## src/rtl/sobolrng_pkg.sv

```systemverilog
// Shared constants for the Sobol RNG block family.
// Latency: n/a (declarations only).
// Backpressure: n/a (declarations only).
//
// The counter and the downstream Sobol RNG blocks take their default
// counter width from here so the whole chain agrees on one width.
package sobolrng_pkg;

    // Default counter / sequence-index width shared by the RNG blocks.
    localparam int unsigned CNT_BITWIDTH = 8;

endpackage : sobolrng_pkg

```

## src/rtl/cnt_with_en.sv

```systemverilog
// Free-running unsigned up-counter with count enable, wraps modulo 2^BITWIDTH.
// Latency: one cycle, an enabled rising edge is visible on oCnt right after that edge.
// Backpressure: none; iEn low simply holds the count, nothing is ever stalled or dropped.
//
// Ports:
//   iClk  - single clock, all state changes on the rising edge
//   iRstN - asynchronous active-low reset, forces oCnt to 0 at once;
//           its deassertion must already be synchronous to iClk
//   iEn   - count enable, sampled on rising iClk
//   oCnt  - current count, driven straight from the count register
module cnt_with_en
    import sobolrng_pkg::*;
#(
    parameter int BITWIDTH = CNT_BITWIDTH
) (
    input  logic                iClk,
    input  logic                iRstN,
    input  logic                iEn,
    output logic [BITWIDTH-1:0] oCnt
);

    logic [BITWIDTH-1:0] r_cnt;
    logic [BITWIDTH-1:0] w_cnt_inc;

    // Natural unsigned overflow of the adder gives the all-ones -> 0 wrap.
    assign w_cnt_inc = r_cnt + BITWIDTH'(1);

    always_ff @(posedge iClk or negedge iRstN) begin
        if (!iRstN) begin
            r_cnt <= '0;
        end else if (iEn) begin
            r_cnt <= w_cnt_inc;
        end
    end

    assign oCnt = r_cnt;

`ifndef SYNTHESIS
    // Counter is 0 whenever reset is seen low at a clock edge.
    ap_reset_zero : assert property (@(posedge iClk) !iRstN |-> (r_cnt == '0));

    // Sampled r_cnt at an edge is the value produced by the previous edge,
    // so compare it against the previous sample plus the previous enable.
    ap_hold : assert property (@(posedge iClk) disable iff (!iRstN)
        ($past(iRstN) && !$past(iEn)) |-> (r_cnt == $past(r_cnt)));

    ap_incr : assert property (@(posedge iClk) disable iff (!iRstN)
        ($past(iRstN) && $past(iEn)) |-> (r_cnt == $past(r_cnt) + BITWIDTH'(1)));
`endif

endmodule : cnt_with_en

```

## config.mk

```make
export PLATFORM = sky130hd
export DESIGN_NAME = cnt_with_en
export DESIGN_NICKNAME = d
export VERILOG_FILES = /design/src/rtl/sobolrng_pkg.sv /design/src/rtl/cnt_with_en.sv
export SDC_FILE = /design/constraint.sdc
export NUM_CORES = 1
export LEC_CHECK = 0
export BUFFER_PORTS_ARGS = -buffer_cell sky130_fd_sc_hd__buf_2
export CORE_AREA = 2 2 39 41
export CTS_CLUSTER_DIAMETER = 60
export CTS_CLUSTER_SIZE = 40
export DETAILED_ROUTE_END_ITERATION = 6
export DIE_AREA = 0 0 41 43
export GPL_TIMING_DRIVEN = 0
export HOLD_SLACK_MARGIN = 0.05
export PLACE_DENSITY = 0.48
export SYNTH_ARGS = -nofsm -noshare
export SYNTH_HDL_FRONTEND = slang
export SYNTH_SLANG_ARGS = --single-unit
```

## constraint.sdc

```tcl
create_clock -name iClk -period 1.2 [get_ports iClk]
set_clock_uncertainty 0.1 [all_clocks]
set_input_delay 0.24 -clock iClk [delete_from_list [all_inputs] [get_ports iClk]]
set_output_delay 0.24 -clock iClk [all_outputs]
set_load 0.1 [all_outputs]
```

======== Word-level counts from Yosys, hierarchy flattened ========
Cells that the tools add are included.
storage, ports and cells
  flip-flop bits (word level) ............. 8
  latch bits .............................. 0
  bits in writable memories ............... 0
  ROM bits ................................ 0
  input port bits ......................... 3
  output and inout port bits .............. 8
  logic and storage cells ................. 2
  memories ................................ 0
operators by class
  add/sub/neg operators ................... 1
  $mul .................................... 0
  div/mod/pow operators ................... 0
  order comparisons ....................... 0
  eq/ne operators ......................... 0
  shift operators ......................... 0
  mux-type cells .......................... 0
  bitwise operators ....................... 0
  reduce and logical (&&, ||, !) cells .... 0
operators with widths
  kind                 number
  $add 8x1->8 const B  1

======== Longest topological paths before layout ========
  depth after elaboration ................. 1
  gate-level depth with buffers ........... 4
  mapped depth without buffers ............ 4

======== Worst setup path after synthesis ========
No wires, ideal clock.
  path kind ............................... register to register
  from .................................... register r_cnt[0], in the netlist oCnt[0]
  to ...................................... register r_cnt[1], in the netlist oCnt[1]
  data arrival time ....................... 1584 ps
  data required time ...................... 974 ps
  path slack .............................. -609 ps
  stages on the path, launching flop included .. 3
  path buffers ............................ 0
  clock period less this slack ............ 1809 ps
  cell sequence ........................... dfrtp_1 ha_1 mux2_2
between the ends
  longest elaborated chain between the ends .. 1
ends and longest elaborated chain
  item                    RTL line           RTL
  start, declared         cnt_with_en.sv:22  logic [BITWIDTH-1:0] r_cnt;
  start signal, assigned  cnt_with_en.sv:32  r_cnt <= w_cnt_inc;
  $add 8x1->8             cnt_with_en.sv:26  assign w_cnt_inc = r_cnt + BITWIDTH'(1);
  named net w_cnt_inc[1]  cnt_with_en.sv:23  logic [BITWIDTH-1:0] w_cnt_inc;
The timed path passes the listed nets, and every way through them passes these cells.
A chain may end at the register's enable or synchronous reset.

======== Final worst setup path ========
  from .................................... register r_cnt[0], in the netlist oCnt[0]
  to ...................................... output port oCnt[0]
RTL lines
  item           RTL line           RTL
  end, declared  cnt_with_en.sv:19  output logic [BITWIDTH-1:0] oCnt
No word-level cell between the ends.

==> results.rst <==
.. list-table::
   :header-rows: 1

   * - Metric
     - Value
   * - Run status
     - finished, violations left
   * - Failing checks
     - negative setup slack
   * - Number of flops mapped to enable cells by yosys
     - 0
   * - Total routing resource utilization after global routing
     - 11.4%
   * - Slew Limit Fails
     - 0
   * - Max Freq
     - 0.767 GHz
   * - Final wirelength
     - 693 µm
   * - Clock root cell
     - sky130_fd_sc_hd__clkbuf_4
   * - Iteration-0 DRC Markers
     - 3
   * - CP startpoint kind
     - register
   * - Die height
     - 43 µm
   * - Share of the synthesized area in the top cell type
     - 59.3%
   * - Total of flip-flops plus latches after synthesis
     - 8
   * - TritonCTS clock tree
     - done
   * - Slowest cell on the critical path
     - sky130_fd_sc_hd__dfrtp_4
   * - Post-synthesis compound-gate area fraction
     - 0%
   * - Area contributors post-synth
     - sky130_fd_sc_hd__dfrtp_1, sky130_fd_sc_hd__xor2_1, sky130_fd_sc_hd__xnor2_1
   * - Ratio of final minimum period to clock period
     - 109%
   * - Number of nets in the synthesized netlist
     - 30
   * - Kind of capture point of the worst setup path
     - output pin
   * - CP max stage delay
     - 0.52 ns
   * - Setup WS post-layout
     - -0.103 ns
   * - Synth cell count leaders
     - sky130_fd_sc_hd__dfrtp_1, sky130_fd_sc_hd__xor2_1, sky130_fd_sc_hd__nand4_1, sky130_fd_sc_hd__xnor2_1
   * - Area growth from synthesis to final layout
     - 96.3%
   * - Area of the placeable core
     - 1380 µm²
   * - DIE WIDTH
     - 41 µm
   * - Post-synthesis instance area
     - 338 µm²
   * - Post-Layout Inst Area
     - 663 µm²
   * - Die area
     - 1760 µm²
   * - Maximum level of the CTS H-tree
     - 1
   * - Number of placement rows
     - 14
   * - Distinct cells, synth
     - 10
   * - Data arrival at the endpoint of the critical path
     - 0.96 ns
   * - Async set-reset flop share out of synthesis
     - 100%
   * - Most common cell in the synthesized netlist
     - sky130_fd_sc_hd__dfrtp_1
   * - Proportion of synthesized area in mux cells
     - 3.33%
   * - Number of cells produced by synthesis
     - 26
   * - Critical path class
     - register to output pin
   * - Kind of cell adding the most delay to the critical path
     - flip-flops
   * - Setup TNS
     - -0.450 ns
   * - Flip-flop count of the largest register after layout
     - 8
   * - Sink count of the clock tree
     - 8
   * - Share of layout cells above drive strength 1
     - 70.2%
   * - Clock-pin transition on the worst setup and hold timing paths
     - 0.05 ns
   * - Post-synthesis adder-cell area fraction
     - 3.70%
   * - Later-pin clock latency in the skew report
     - 0.25 ns
   * - Post-route DRC
     - 0
   * - Number of synthesis warnings
     - 0
   * - Endpoints failing hold
     - 0
   * - Synth Area in Simple Gates
     - 15.6%
   * - I/O pin cnt
     - 11
   * - Setup repair after global routing missed its margin
     - true
   * - Maximum fanout along the worst path
     - 5
   * - Routed vias
     - 286
   * - Number of port buffers
     - 10
   * - End-of-flow core utilization
     - 47.9%
   * - Final global-route overflow total
     - 0
   * - Fill count
     - 139
   * - Cells traversed along the worst timing path
     - buf_12
   * - Vias in the first global route
     - 299
   * - First drt pass iteration count
     - 2
   * - Placed cell areas
     - 454 µm²
   * - Wire length of the first global-routing pass
     - 1.27 mm
   * - Primary FF master, synth
     - sky130_fd_sc_hd__dfrtp_1
   * - Starting Density
     - 24.4%
   * - Required time at the endpoint of the critical path
     - 0.86 ns
   * - Maximum number of pins on one net before global-route repair
     - 9
   * - Max transition margin
     - 87.5%
   * - Leading area contributor after synthesis
     - sky130_fd_sc_hd__dfrtp_1
   * - Routed wirelength normalized by instance count
     - 11.0 µm
   * - Largest family of logic cells by synthesized area
     - XOR/XNOR gates
   * - Mapped Avg Cell Area
     - 13.0 µm²
   * - Number of nets in the finished design
     - 53
   * - ANT cells
     - 0
   * - Final weighted congestion in routability-driven placement
     - 0.728
   * - Final count of negative-setup-slack endpoints
     - 8
   * - Number of buffers inserted during clock tree synthesis
     - 3
   * - Post-synthesis share of cell area spent on xor and xnor gates
     - 18.1%
   * - Sequential share of the synthesized area
     - 59.3%
   * - Maximum capacitance violations
     - 0
   * - Min Clock Period, post-route
     - 1.30 ns
   * - Kind of path behind the tightest hold check
     - input port to register
   * - Vias per cell
     - 4.54
   * - Initial antenna violation count
     - 0
   * - Worst Max-Slew Pin Slew
     - 0.187 ns
   * - Post-DRT Antenna Nets
     - 0
   * - Bufs and invs on worst path
     - 1
   * - Max Root-Sink Buffers
     - 2
   * - Post-Place Worst Slack
     - -0.0156 ns
==> cell type report <==
type	count	area [µm²]	area share, %
Tap cell	16	20.0	3.02
Sequential cell	8	228	34.3
Timing Repair Buffer	18	236	35.7
Multi-Input combinational cell	18	156	23.6
Clock buffer	3	22.5	3.40
==> stage by stage <==
| stage | hold WS (ns) | std cells |
|---|---|---|
| 6_report | 0.175 | 63 |
| 4_1_cts | 0.159 | 63 |
| 3_3_place_gp | -0.00817 | 52 |
| 5_1_grt | 0.171 | 63 |
| 3_5_place_dp | -0.00695 | 52 |
| 2_1_floorplan | -0.156 | 26 |
==> cells by family after synthesis <==
| group | after synthesis |
|---|---|
| xor+xnor | 7 |
| fa+ha+maj | 1 |
| mux | 1 |
| simple gates | 9 |
| flops | 8 |
==> placed cells by master, fill, tap and decap left out, drive strengths merged <==
cell type    count
xor2             4
ha               1
buf             17
xnor2            3
mux2             1
nand4            4
clkbuf           3
nor2             3
dlygate4sd3      1
nand2            2
dfrtp            8
==> worst paths after layout <==
| kind | from | slack, ns | endpoint | depth (start not counted) |
|---|---|---|---|---|
| max | oCnt[0] | -0.10 | oCnt[0] | 1 |
| min | iEn | 0.17 | oCnt[0] | 2 |
| max reg2reg | oCnt[1] | -0.01 | oCnt[1] | 2 |
| min reg2reg | oCnt[7] | 0.48 | oCnt[7] | 2 |
| max in group asynchronous | iRstN | 0.55 | oCnt[2] | 2 |
| min in group asynchronous | iRstN | 0.26 | oCnt[3] | 2 |
==> what timing repair did <==
action,CTS,global route
hold buffers,1,0
hold endpoints to repair,8,0
gates resized for setup,32,1
pin swaps,0,1
endpoints found under the setup margin,9,11
buffers inserted,7,0
==> metal layers <==
layer / up-vias / share of wire (%) / track usage [%]
met2: 10 / 48 / 15.6
li1: 133 / - / -
met4: 0 / 3.0 / 10.0
met5: - / 0 / 0
met1: 139 / 43 / 12.6
met3: 4 / 5.3 / 4.71
Power is left out: the tool's default activity adds up to more than one toggle a clock period on the data nets, which glitch-free logic cannot reach.
